`src/rtl/if_pkg.sv`:
```
`default_nettype none
// ============================================================================
// Module      : if_pkg
// Description : Shared types and constants for the instruction fetch stage.
// Revision    : 1.0 - initial release
// ============================================================================
package if_pkg;

    typedef enum logic [2:0] {
        ST_FETCH     = 3'd0,
        ST_WAIT_OP   = 3'd1,
        ST_FETCH_EXT = 3'd2,
        ST_WAIT_EXT  = 3'd3,
        ST_OUT       = 3'd4,
        ST_DRAIN     = 3'd5
    } if_state_t;

    localparam logic [1:0] c_FMT_JUMP_DEFAULT = 2'b11;

    // Bit positions of the instruction fields inside a 16-bit word
    localparam int c_FORMAT_LSB  = 14;
    localparam int c_OPCODE_LSB  = 10;
    localparam int c_REGD_LSB    = 7;
    localparam int c_REG1_LSB    = 4;
    localparam int c_REG2_LSB    = 1;
    localparam int c_IMM_LSB     = 1;
    localparam int c_IMMFLAG_BIT = 0;

    typedef struct packed {
        logic [1:0] format;
        logic [3:0] opcode;
        logic [2:0] regd;
        logic [2:0] reg1;
        logic [2:0] reg2;
        logic [2:0] imm;
        logic       imm_flag;
    } instr_fields_t;

    // Number of words occupied by an instruction of the given format
    function automatic logic [15:0] insn_words(input logic [1:0] fmt,
                                               input logic [1:0] fmt_jump);
        return (fmt == fmt_jump) ? 16'd2 : 16'd1;
    endfunction

endpackage
`default_nettype wire

```
`src/rtl/if_decode.sv`:
```
`default_nettype none
// ============================================================================
// Module      : if_decode
// Description : Combinational split of a 16-bit instruction word into fields.
// Revision    : 1.0 - initial release
// ============================================================================
module if_decode
    import if_pkg::*;
(
    input  logic [15:0]   i_word,
    output instr_fields_t o_fields
);

    // reg2 and imm deliberately alias the same bits; immFlag picks one downstream
    always_comb begin
        o_fields          = '0;
        o_fields.format   = i_word[c_FORMAT_LSB +: 2];
        o_fields.opcode   = i_word[c_OPCODE_LSB +: 4];
        o_fields.regd     = i_word[c_REGD_LSB +: 3];
        o_fields.reg1     = i_word[c_REG1_LSB +: 3];
        o_fields.reg2     = i_word[c_REG2_LSB +: 3];
        o_fields.imm      = i_word[c_IMM_LSB +: 3];
        o_fields.imm_flag = i_word[c_IMMFLAG_BIT];
    end

endmodule
`default_nettype wire

```
`src/rtl/if_fetch.sv`:
```
`default_nettype none
// ============================================================================
// Module      : if_fetch
// Description : Instruction fetch stage with single-outstanding memory reads,
//               two-word jump support, stall hold and redirect/drain.
// Revision    : 1.0 - initial release
// ============================================================================
module if_fetch
    import if_pkg::*;
#(
    parameter logic [15:0] RESET_PC = 16'h0000,
    parameter logic [1:0]  FMT_JUMP = c_FMT_JUMP_DEFAULT
) (
    input  logic        clk,
    input  logic        rst,
    output logic        imem_req_o,
    output logic [15:0] imem_addr_o,
    input  logic        imem_rvalid_i,
    input  logic [15:0] imem_rdata_i,
    input  logic        stall_i,
    input  logic        redirect_i,
    input  logic [15:0] redirect_pc_i,
    output logic        valid_o,
    output logic [15:0] pc_o,
    output logic [1:0]  format_o,
    output logic [3:0]  opcode_o,
    output logic [2:0]  regD_o,
    output logic [2:0]  reg1_o,
    output logic [2:0]  reg2_o,
    output logic [2:0]  imm_o,
    output logic        immFlag_o,
    output logic [15:0] jmpLoc_o
);

    if_state_t     r_state;
    if_state_t     w_state_nxt;
    logic [15:0]   r_pc;
    logic [15:0]   w_pc_nxt;
    instr_fields_t r_fields;
    instr_fields_t w_fields_nxt;
    instr_fields_t w_dec;
    logic [15:0]   r_pc_out;
    logic [15:0]   w_pc_out_nxt;
    logic [15:0]   r_jmp_loc;
    logic [15:0]   w_jmp_loc_nxt;
    logic          w_outstanding;

    if_decode u_decode (
        .i_word   (imem_rdata_i),
        .o_fields (w_dec)
    );

    // A request is in flight and its response is not arriving this cycle
    always_comb begin
        w_outstanding = 1'b0;
        case (r_state)
            ST_FETCH, ST_FETCH_EXT:           w_outstanding = 1'b1;
            ST_WAIT_OP, ST_WAIT_EXT, ST_DRAIN: w_outstanding = !imem_rvalid_i;
            default:                          w_outstanding = 1'b0;
        endcase
    end

    always_comb begin
        w_state_nxt   = r_state;
        w_pc_nxt      = r_pc;
        w_fields_nxt  = r_fields;
        w_pc_out_nxt  = r_pc_out;
        w_jmp_loc_nxt = r_jmp_loc;

        case (r_state)
            ST_FETCH: begin
                w_state_nxt = ST_WAIT_OP;
            end
            ST_WAIT_OP: begin
                if (imem_rvalid_i) begin
                    w_fields_nxt  = w_dec;
                    w_pc_out_nxt  = r_pc;
                    w_jmp_loc_nxt = 16'h0000;
                    w_state_nxt   = (w_dec.format == FMT_JUMP) ? ST_FETCH_EXT : ST_OUT;
                end
            end
            ST_FETCH_EXT: begin
                w_state_nxt = ST_WAIT_EXT;
            end
            ST_WAIT_EXT: begin
                if (imem_rvalid_i) begin
                    w_jmp_loc_nxt = imem_rdata_i;
                    w_state_nxt   = ST_OUT;
                end
            end
            ST_OUT: begin
                if (!stall_i) begin
                    w_pc_nxt    = r_pc + insn_words(r_fields.format, FMT_JUMP);
                    w_state_nxt = ST_FETCH;
                end
            end
            ST_DRAIN: begin
                if (imem_rvalid_i) begin
                    w_state_nxt = ST_FETCH;
                end
            end
            default: begin
                w_state_nxt = ST_FETCH;
            end
        endcase

        // Redirect overrides everything; a stale response still owed by memory
        // must be swallowed in DRAIN before the next request goes out.
        if (redirect_i) begin
            w_pc_nxt      = redirect_pc_i;
            w_fields_nxt  = r_fields;
            w_pc_out_nxt  = r_pc_out;
            w_jmp_loc_nxt = r_jmp_loc;
            w_state_nxt   = w_outstanding ? ST_DRAIN : ST_FETCH;
        end
    end

    always_ff @(posedge clk) begin
        if (rst) begin
            r_state   <= ST_FETCH;
            r_pc      <= RESET_PC;
            r_fields  <= '0;
            r_pc_out  <= 16'h0000;
            r_jmp_loc <= 16'h0000;
        end else begin
            r_state   <= w_state_nxt;
            r_pc      <= w_pc_nxt;
            r_fields  <= w_fields_nxt;
            r_pc_out  <= w_pc_out_nxt;
            r_jmp_loc <= w_jmp_loc_nxt;
        end
    end

    // Requests are suppressed while rst is held since memory is being reset too
    assign imem_req_o  = !rst && ((r_state == ST_FETCH) || (r_state == ST_FETCH_EXT));
    assign imem_addr_o = (r_state == ST_FETCH_EXT) ? (r_pc + 16'd1) : r_pc;
    assign valid_o     = (r_state == ST_OUT);

    assign pc_o      = r_pc_out;
    assign format_o  = r_fields.format;
    assign opcode_o  = r_fields.opcode;
    assign regD_o    = r_fields.regd;
    assign reg1_o    = r_fields.reg1;
    assign reg2_o    = r_fields.reg2;
    assign imm_o     = r_fields.imm;
    assign immFlag_o = r_fields.imm_flag;
    assign jmpLoc_o  = r_jmp_loc;

endmodule
`default_nettype wire

```
`config.mk`:
```
export PLATFORM = sky130hd
export DESIGN_NAME = if_fetch
export DESIGN_NICKNAME = d
export VERILOG_FILES = /design/src/rtl/if_pkg.sv /design/src/rtl/if_decode.sv /design/src/rtl/if_fetch.sv
export SDC_FILE = /design/constraint.sdc
export NUM_CORES = 1
export LEC_CHECK = 0
export BUFFER_PORTS_ARGS = -buffer_cell sky130_fd_sc_hd__buf_2
export CORE_MARGIN = 5
export CORE_UTILIZATION = 54
export DETAILED_ROUTE_END_ITERATION = 10
export HOLD_SLACK_MARGIN = 0.06
export PLACE_DENSITY = 0.91
export SLEW_MARGIN = 5
export SYNTH_ARGS = -nofsm -noshare
export SYNTH_HDL_FRONTEND = slang
export SYNTH_SLANG_ARGS = --single-unit
```
`constraint.sdc`:
```
create_clock -name clk -period 5.3 [get_ports clk]
set_clock_uncertainty 0.05 [all_clocks]
set_input_delay 0 -clock clk [delete_from_list [all_inputs] [get_ports clk]]
set_output_delay 0 -clock clk [all_outputs]
set_load 0.005 [all_outputs]
```
Word level (Yosys, flattened, before mapping)
Index checks and enable logic that the tools add are counted.
{"block": "totals", "inputBits": 37, "elab_cells": 57, "reg_bits": 67}
{"block": "op_classes", "eq_ne": 14, "mux": 17, "reduce_logical": 13, "n_addsub": 2, "bitwise_logic": 1}
{"operator": "$mux 16", "count": 6}
{"operator": "$pmux 16 s2", "count": 1}
{"operator": "$mux 3", "count": 7}
{"operator": "$pmux 3 s6", "count": 1}
{"operator": "$add 16x1->16 const B", "count": 1}
{"operator": "$add 16x2->16", "count": 1}
{"operator": "$ne 3x3->1 const B", "count": 4}
{"operator": "$reduce_and 4->1", "count": 2}
{"operator": "$eq 3x2->1 const B", "count": 2}
{"operator": "$eq 3x3->1 const B", "count": 2}
{"operator": "$eq 2x2->1 const B", "count": 2}
{"operator": "$ne 2x2->1 const B", "count": 2}
{"operator": "$reduce_bool 2->1", "count": 2}
{"operator": "$eq 3x1->1 const B", "count": 1}
{"operator": "$logic_not 3->1", "count": 1}
{"operator": "$reduce_and 3->1", "count": 1}
{"operator": "$reduce_or 3->1", "count": 1}
{"operator": "$logic_not 1->1", "count": 2}
{"operator": "$mux 2", "count": 1}
{"operator": "$ne 2x1->1 const B", "count": 1}
{"operator": "$pmux 1 s2", "count": 1}
{"operator": "$reduce_and 2->1", "count": 1}
{"operator": "$reduce_or 2->1", "count": 1}
{"operator": "$logic_and 1x1->1", "count": 1}
{"operator": "other kinds (2)", "count": 2}

Longest topological paths before layout
Gate-level depths: netlist (run 1).
{"block": "logic_depth", "ltp_word": 6, "mapped_depth": 8, "depth_no_buf": 8}

Modules after synthesis
A second synthesis (run 1) with hierarchy kept.
{"block": "hier_totals", "hier_cells": 424, "area_unflattened_um2": 3335.7}
{"module": "if_fetch", "area_each_um2": 3193.1, "cells_per_inst": 405, "instances": 1}
{"module": "if_decode", "area_each_um2": 142.6, "cells_per_inst": 19, "instances": 1}

Least setup slack after synthesis (run 1)
No wires, ideal clock.
{"block": "synth_timing", "kind": "register to register", "from": "register r_fields (netlist bit format_o[0])", "to": "register r_pc[14]", "path_buffers": 0, "stages_incl_launch_ff": 9, "t_arrival_ps": 2220, "synth_period_minus_slack_ps": 2361, "setup_ps": 91, "path_slack_ps": 2939, "path_cell_list": "dfxtp_1 nand2_1 ha_1 inv_1 fa_1 nand3b_1 or4_1 or3_1 a311oi_1"}
{"block": "synth_via", "elab_chain_len": 6}
{"item": "start, declared", "line": "if_fetch.sv:39", "source": "instr_fields_t r_fields;"}
{"item": "start signal, assigned", "line": "if_fetch.sv:128", "source": "r_fields <= w_fields_nxt;"}
{"item": "$eq 2x2->1", "line": "if_pkg.sv:42", "source": "return (fmt == fmt_jump) ? 16'd2 : 16'd1;"}
{"item": "$mux 2", "line": "if_pkg.sv:42"}
{"item": "$add 16x2->16", "line": "if_fetch.sv:93", "source": "w_pc_nxt = r_pc + insn_words(r_fields.format, FMT_JUMP);"}
{"item": "$mux 16", "line": "if_fetch.sv:92", "source": "if (!stall_i) begin"}
{"item": "$mux 16", "line": "if_fetch.sv:70", "source": "case (r_state)"}
{"item": "$mux 16", "line": "if_fetch.sv:109", "source": "if (redirect_i) begin"}
{"item": "end signal, assigned", "line": "if_fetch.sv:127", "source": "r_pc <= w_pc_nxt;"}
{"item": "end, declared", "line": "if_fetch.sv:37", "source": "logic [15:0] r_pc;"}
No other way between the ends. The select of a mux whose other input is x is not followed.
A chain may end at the register's enable or synchronous reset.

Worst setup path in the final report (run 1)
{"block": "layout_timing", "from": "register r_state[1]", "to": "output imem_addr_o[15]"}
{"block": "layout_via", "elab_chain_len": 2}
{"item": "start, declared", "line": "if_fetch.sv:35", "source": "if_state_t r_state;"}
{"item": "start signal, assigned", "line": "if_fetch.sv:126", "source": "r_state <= w_state_nxt;"}
{"item": "$eq 3x2->1", "line": "if_fetch.sv:136", "source": "assign imem_addr_o = (r_state == ST_FETCH_EXT) ? (r_pc + 16'd1) : r_pc;"}
{"item": "$mux 16", "line": "if_fetch.sv:136"}
{"item": "end, declared", "line": "if_fetch.sv:17", "source": "output logic [15:0] imem_addr_o,"}
No other way between the ends.

==> results of run 1 <==
cell families (layout without fill, tap and decap cells):
family	count (synthesis)	in the layout	share of synthesized area (%)
AND/OR/NAND/NOR	188	188	27.52
XOR/XNOR	23	23	6.497
adder cells (fa/ha/maj)	4	4	1.856
flip-flops	67	67	43.26
multiplexers	1	1	0.3229
AO/OA/AOI/OAI	78	78	14.45
buffers and inverters	47	168	6.093
report_power, final:
part | leakage [nW] | switching [mW] | internal [mW] | total (mW)
Combinational | 1.06 | 0.0625 | 0.0638 | 0.126
Clock | 0.111 | 0.193 | 0.278 | 0.471
Sequential | 0.545 | 0.0253 | 0.519 | 0.544
Total | 1.72 | 0.281 | 0.861 | 1.14
critical path, delay by kind of cell (launching register included):
kind	cells	cell delay, ps
buffers and inverters	1	160
and+or+nand+nor	3	1250
DFF	1	890
xor gates and xnor gates	1	240
path summary, 6_finish.rpt:
kind	to	cells past startpoint	start	slack, ps
max	imem_addr_o[15]	5	r_state[1]$_SDFFE_PP0P_	2360
min	r_state[2]$_SDFFE_PP0P_	5	stall_i	100
max reg2reg	reg1_o[1]$_SDFFE_PP0P_	4	r_state[0]$_SDFFE_PP0P_	2450
min reg2reg	jmpLoc_o[5]$_SDFFE_PP0P_	2	jmpLoc_o[5]$_SDFFE_PP0P_	400
flip-flops by register name, summed over array words and instances, names as in the netlist:
signal,cells
format_o,2
immFlag_o,1
imm_o,3
jmpLoc_o,16
opcode_o,4
pc_o,16
r_pc,16
r_state,3
reg1_o,3
regD_o,3
stage by stage:
step / hold WS [ps] / worst slack, ps / cells
after floorplan: 85.97 / 2939 / 408
after global placement: 207.6 / 2633 / 548
after detailed placement: 208.3 / 2547 / 548
after CTS: 90.78 / 2410 / 601
after global routing: 123.3 / 2126 / 601
final: 95.53 / 2364 / 601
layout by cell type, fill, tap and decap left out, types with 6 or more instances in the layout:
cell type        n
clkbuf_8        10
dlygate4sd3_1   37
nand4_1          6
buf_2          105
a21oi_1         55
dfxtp_1         67
nand3_1         23
nor3_1          12
nor2_1          20
xor2_1           7
nand2_1        100
inv_1            7
nor4_1           8
xnor2_1         16
a211oi_1         9
timing repair:
item                                   CTS  global route
resized for setup                        0             0
hold buffers                            37             0
setup buffers                            0             0
endpoints found under the hold margin   51             0
cells in the mapped netlist (6+ instances only):
| cell type | instances | area share, % |
|---|---|---|
| nand2_1 | 100 | 12 |
| dfxtp_1 | 67 | 43 |
| a21oi_1 | 55 | 8.9 |
| clkbuf_1 | 34 | 4.1 |
| nand3_1 | 23 | 3.7 |
| nor2_1 | 21 | 2.5 |
| xnor2_1 | 16 | 4.5 |
| nor3_1 | 12 | 1.9 |
| a211oi_1 | 9 | 2.2 |
| nor4_1 | 8 | 1.6 |
| inv_1 | 7 | 0.85 |
| xor2_1 | 7 | 2.0 |
| nand4_1 | 6 | 1.2 |
final cells by class:
| cell class | count | share of cell area, % |
|---|---|---|
| multi-input cells | 294 | 37.99 |
| inverters | 8 | 0.7186 |
| repair buffers | 144 | 21.80 |
| clock buffers | 12 | 3.473 |
| well taps | 72 | 2.156 |
| clock inverters | 4 | 1.766 |
| flip-flops and latches | 67 | 32.10 |
per-layer routing:
layer	global-route usage, %	vias to the layer above	share of wire, %
met1	29.18	1535	41
met5	0	-	0
met2	41.74	152	47
li1	-	1614	-
met3	6.820	16	9.3
met4	12.23	0	1.9
==> out/metrics.cfg, run 1 <==
[sta]
hold_viol_final=0
setup_viol_count_final=0
finalCritPeriodShare_pct=55.39
fin_crit_ps=2936
maxSlewViolCount=0
max_slew_margin_pct=24.05
tns_ps=0
fmax_mhz=340.6
rsz0062_at_grt=no
tightest_slew_ps=1136

[synthesis]
syn_inst=408
ys_seq_elements=67
ys.flop_type=dfxtp_1
ys_warn_count=0
synth_nets=449
synth-edff-count=0
async_flop_share_pct=0
synth_area_per_cell_sq_um=7.599
ys_seq_area_share_pct=43.26
syn-cell-area_sq_um=3100
synth.distinct_cells=40

[clock_tree]
cts_inserted_buffers=9
clkLatencyLatePin_ps=340
clockRootBuffer=clkbuf_8
clock_sinks=67
clkTransAtPathRegs_ps=70
cts_buffer_depth=2
cts_tree=built
cts_max_level=3

[grt]
grt_pass1_wl_um=14940
track_usage_pct=24.87
grt_pass1_vias=3315
grt_overflow=0
antenna_found_initial=0
grt_max_degree=73

[setup_path]
crit_fanout=25
max_stage_delay_ps=890
critPathRequiredTime_ps=5250
worst_setup_path_end_kind=primary output
worstPathArrival_ps=2890
crit_type=reg -> out
slowest_stage=dfxtp_1
worstPathCellList=or3b_2, nor3_1, nand2_1, xnor2_1, buf_2
startpoint_type=register

[outcome]
outcome=complete, no violations

[layout]
layout.nets=565
area_growth_pct=34.79
fin_area_sq_um=4179
diodes=0
regArea_sq_um=1341
multi_input_area_sq_um=1588
drive_above_1_share_pct=23.82
finalCoreUtilization_pct=75.43
nFillCells=410

[detailed_routing]
ant_nets=0
drt_iter0_markers=269
drt_drc_violations_left=0
via_count=3317
drtPass1Iterations=4
viasPerCell=5.519
routed_wl_um=8936
wl_per_cell_um=14.87

[floorplan]
dieArea_sq_um=7357
start_util_pct=55.96
num_io_pins=106
core-area_sq_um=5540
std_cell_rows=27
die_w_um=85.78
die_y_um=85.78

[placement]
port_buffers=105
hpwl_um=5770
place_area_sq_um=3590
place.gp.congestion=0.8806

[power]
p_per_area_nw_per_um2=273.2
p_leak_nw=1.718
total_power_mw=1.142
ir_drop_uv=187.1

[run]
drv_cap=0

[worst_hold_path]
worstHoldPathType=in -> reg

No activity file was read; power rests on OpenSTA's default activity.
==> run 2, diff against run 1 <==
--- a/config.mk
+++ b/config.mk
@@ -7,10 +7,10 @@
 export LEC_CHECK = 0
 export BUFFER_PORTS_ARGS = -buffer_cell sky130_fd_sc_hd__buf_2
 export CORE_MARGIN = 5
-export CORE_UTILIZATION = 54
+export CORE_UTILIZATION = 50
 export DETAILED_ROUTE_END_ITERATION = 10
 export HOLD_SLACK_MARGIN = 0.06
-export PLACE_DENSITY = 0.91
+export PLACE_DENSITY = 0.86
 export SLEW_MARGIN = 5
 export SYNTH_ARGS = -nofsm -noshare
 export SYNTH_HDL_FRONTEND = slang
==> constraint.sdc (replaced) <==
create_clock -name clk -period 2.8 [get_ports clk]
set_clock_uncertainty 0.05 [all_clocks]
set_input_delay 0 -clock clk [delete_from_list [all_inputs] [get_ports clk]]
set_output_delay 0 -clock clk [all_outputs]
set_load 0.005 [all_outputs]
==> run 2 against run 1 <==
  * Flip-flop and latch count unchanged
  * Sequential share of layout area shrank 0.39 points
  * Worst setup slack worse by 2100 ps
  * Count of clock-buffer cells in the layout is 3 lower
  * Critical path depth is 3 higher
  * Design area up 1.2%
  * Register-to-register slack worse by 2200 ps
  * Via count about the same
  * Worst hold slack improved by 56 ps
  * Critical path type is now reg -> reg
  * Largest power group unchanged
  * Highest routed layer unchanged
==> out/metrics.cfg, run 2 (synthesized netlist as in run 1, its figures left out) <==
[clock_tree]
cts_tree=built
cts_buffer_depth=2  ; unchanged
post_cts_buffers=0  ; unchanged
cts-hold-fix-buffers=38  ; +2.7%
clkTransAtPathRegs_ps=70  ; about the same
cts_max_level=3  ; unchanged
clkLatencyLatePin_ps=330  ; about the same
cts.repair.resized=0  ; unchanged
cts_inserted_buffers=9  ; unchanged
clockRootBuffer=clkbuf_8
clock_sinks=67  ; unchanged

[power]
total_power_mw=2.058  ; +80%
p_leak_nw=1.742  ; +1.4%
p_per_area_nw_per_um2=486.6  ; +78%
ir_drop_uv=377.7  ; +100%

[worst_hold_path]
worstHoldPathType=in -> reg
hold_depth=4  ; -1

[floorplan]
dieArea_sq_um=7876  ; +7.0%
std_cell_rows=28  ; +3.7%
num_io_pins=106  ; unchanged
die_y_um=88.75  ; +3.5%
start_util_pct=51.75  ; -4.2 points
core-area_sq_um=5991  ; +8.1%
die_w_um=88.75  ; +3.5%

[setup_path]
reg2reg_depth=8  ; +4
crit_type=reg -> reg
max_stage_delay_ps=500  ; -390 ps
slowest_stage=or4_1
critPathRequiredTime_ps=2990  ; -2260 ps
crit_fanout=6  ; -76%
worstPathCellList=nand2_1, ha_1, inv_1, fa_1, nand3b_1, or4_1, or3_1, a311oi_1
startpoint_type=register
worstPathArrival_ps=2750  ; -140 ps
worst_setup_path_end_kind=register

[grt]
grt_pass1_vias=3186  ; -3.9%
track_usage_pct=23.73  ; -1.1 points
grt_pass1_wl_um=14690  ; -1.7%
grt_max_degree=44  ; -40%
antenna_found_initial=0  ; unchanged
grt_overflow=0  ; unchanged

[placement]
port_buffers=105  ; unchanged
place_area_sq_um=3657  ; +1.9%
dp.cells=559  ; +2.0%
pre_cts_slack_ps=261.6  ; -2285 ps
hpwl_um=6104  ; +5.8%
place.gp.congestion=0.9025  ; +2.5%

[layout]
drive_above_1_share_pct=25.28  ; +1.5 points
layout.nets=574  ; +1.6%
final_common_cell=buf_2
diodes=0  ; unchanged
final_cell_mix=buf_2, nand2_1, dfxtp_1, a21oi_1, dlygate4sd3_1
final_cells=613  ; +2.0%
finalCoreUtilization_pct=70.61  ; -4.8 points
fin_area_sq_um=4230  ; +1.2%
area_growth_pct=36.44

[sta]
maxSlewViolCount=0  ; unchanged
setup_viol_count_final=0  ; unchanged
hold_viol_final=0  ; unchanged
tightest_slew_ps=771.8  ; -364.7 ps
rsz0062_at_grt=no
max_slew_margin_pct=48.55  ; +24 points
tns_ps=0  ; unchanged
fin_crit_ps=2560
whs_ps=151.7  ; +56.16 ps
finalCritPeriodShare_pct=91.42
worst_slack_ps=240.3  ; -2124 ps
fmax_mhz=390.7

[run]
drv_cap=0  ; unchanged

[detailed_routing]
wl_per_cell_um=14.96  ; +0.60%
drtPass1Iterations=5  ; +1
drt_drc_violations_left=0  ; unchanged
via_count=3319  ; +0.060%
viasPerCell=5.414  ; -1.9%
routed_wl_um=9169  ; +2.6%
drt_iter0_markers=171  ; -36%
ant_nets=0  ; unchanged

[outcome]
outcome=complete, no violations

## run 2: cell types whose count changed in the layout (fill, tap and decap cells not counted), moves of 2 or more
cell        previous run  this run
buf_4                  2         9
clkbuf_1               2         0
clkinv_2               1         3
clkinvlp_4             0         2
## run 2: area by class of cell
class	count	area, sq um
well taps	75	93.84
fillers	486	1760
multi-input cells	294	1579
inverters	8	30.03
clock buffers	9	123.9
clock inverters	7	68.82
flip-flops and latches	67	1341
repair buffers	153	993.5
## run 2: power breakdown
| group | internal, mW | switching [mW] | leakage [nW] |
|---|---|---|---|
| Combinational | 0.127 | 0.126 | 1.10 |
| Sequential | 0.982 | 0.0444 | 0.545 |
| Clock | 0.407 | 0.371 | 0.0950 |
## run 2: final timing paths
| path | from | end | slack, ps |
|---|---|---|---|
| setup / recovery | format_o[0]$_SDFFE_PP0P_ | r_pc[14]$_SDFFE_PP0P_ | 240 |
| hold / removal | stall_i | r_pc[1]$_SDFFE_PP0P_ | 150 |
| setup reg to reg | format_o[0]$_SDFFE_PP0P_ | r_pc[14]$_SDFFE_PP0P_ | 240 |
| hold reg to reg | pc_o[10]$_SDFFE_PP0P_ | pc_o[10]$_SDFFE_PP0P_ | 400 |
## run 2: critical path: cells and delay by family (launching register included)
kind,cells,cell delay [ps]
compound gates,1,230
buf+inv,1,60
flops,1,320
simple gates,4,1230
fa+ha+maj,2,580
## run 2: layer usage
metal  GRT usage, %  part of all wire (%)
met1          28.36                    41
met2          39.61                    48
met3          6.704                   9.3
met4          10.44                   1.8
met5              0                     0
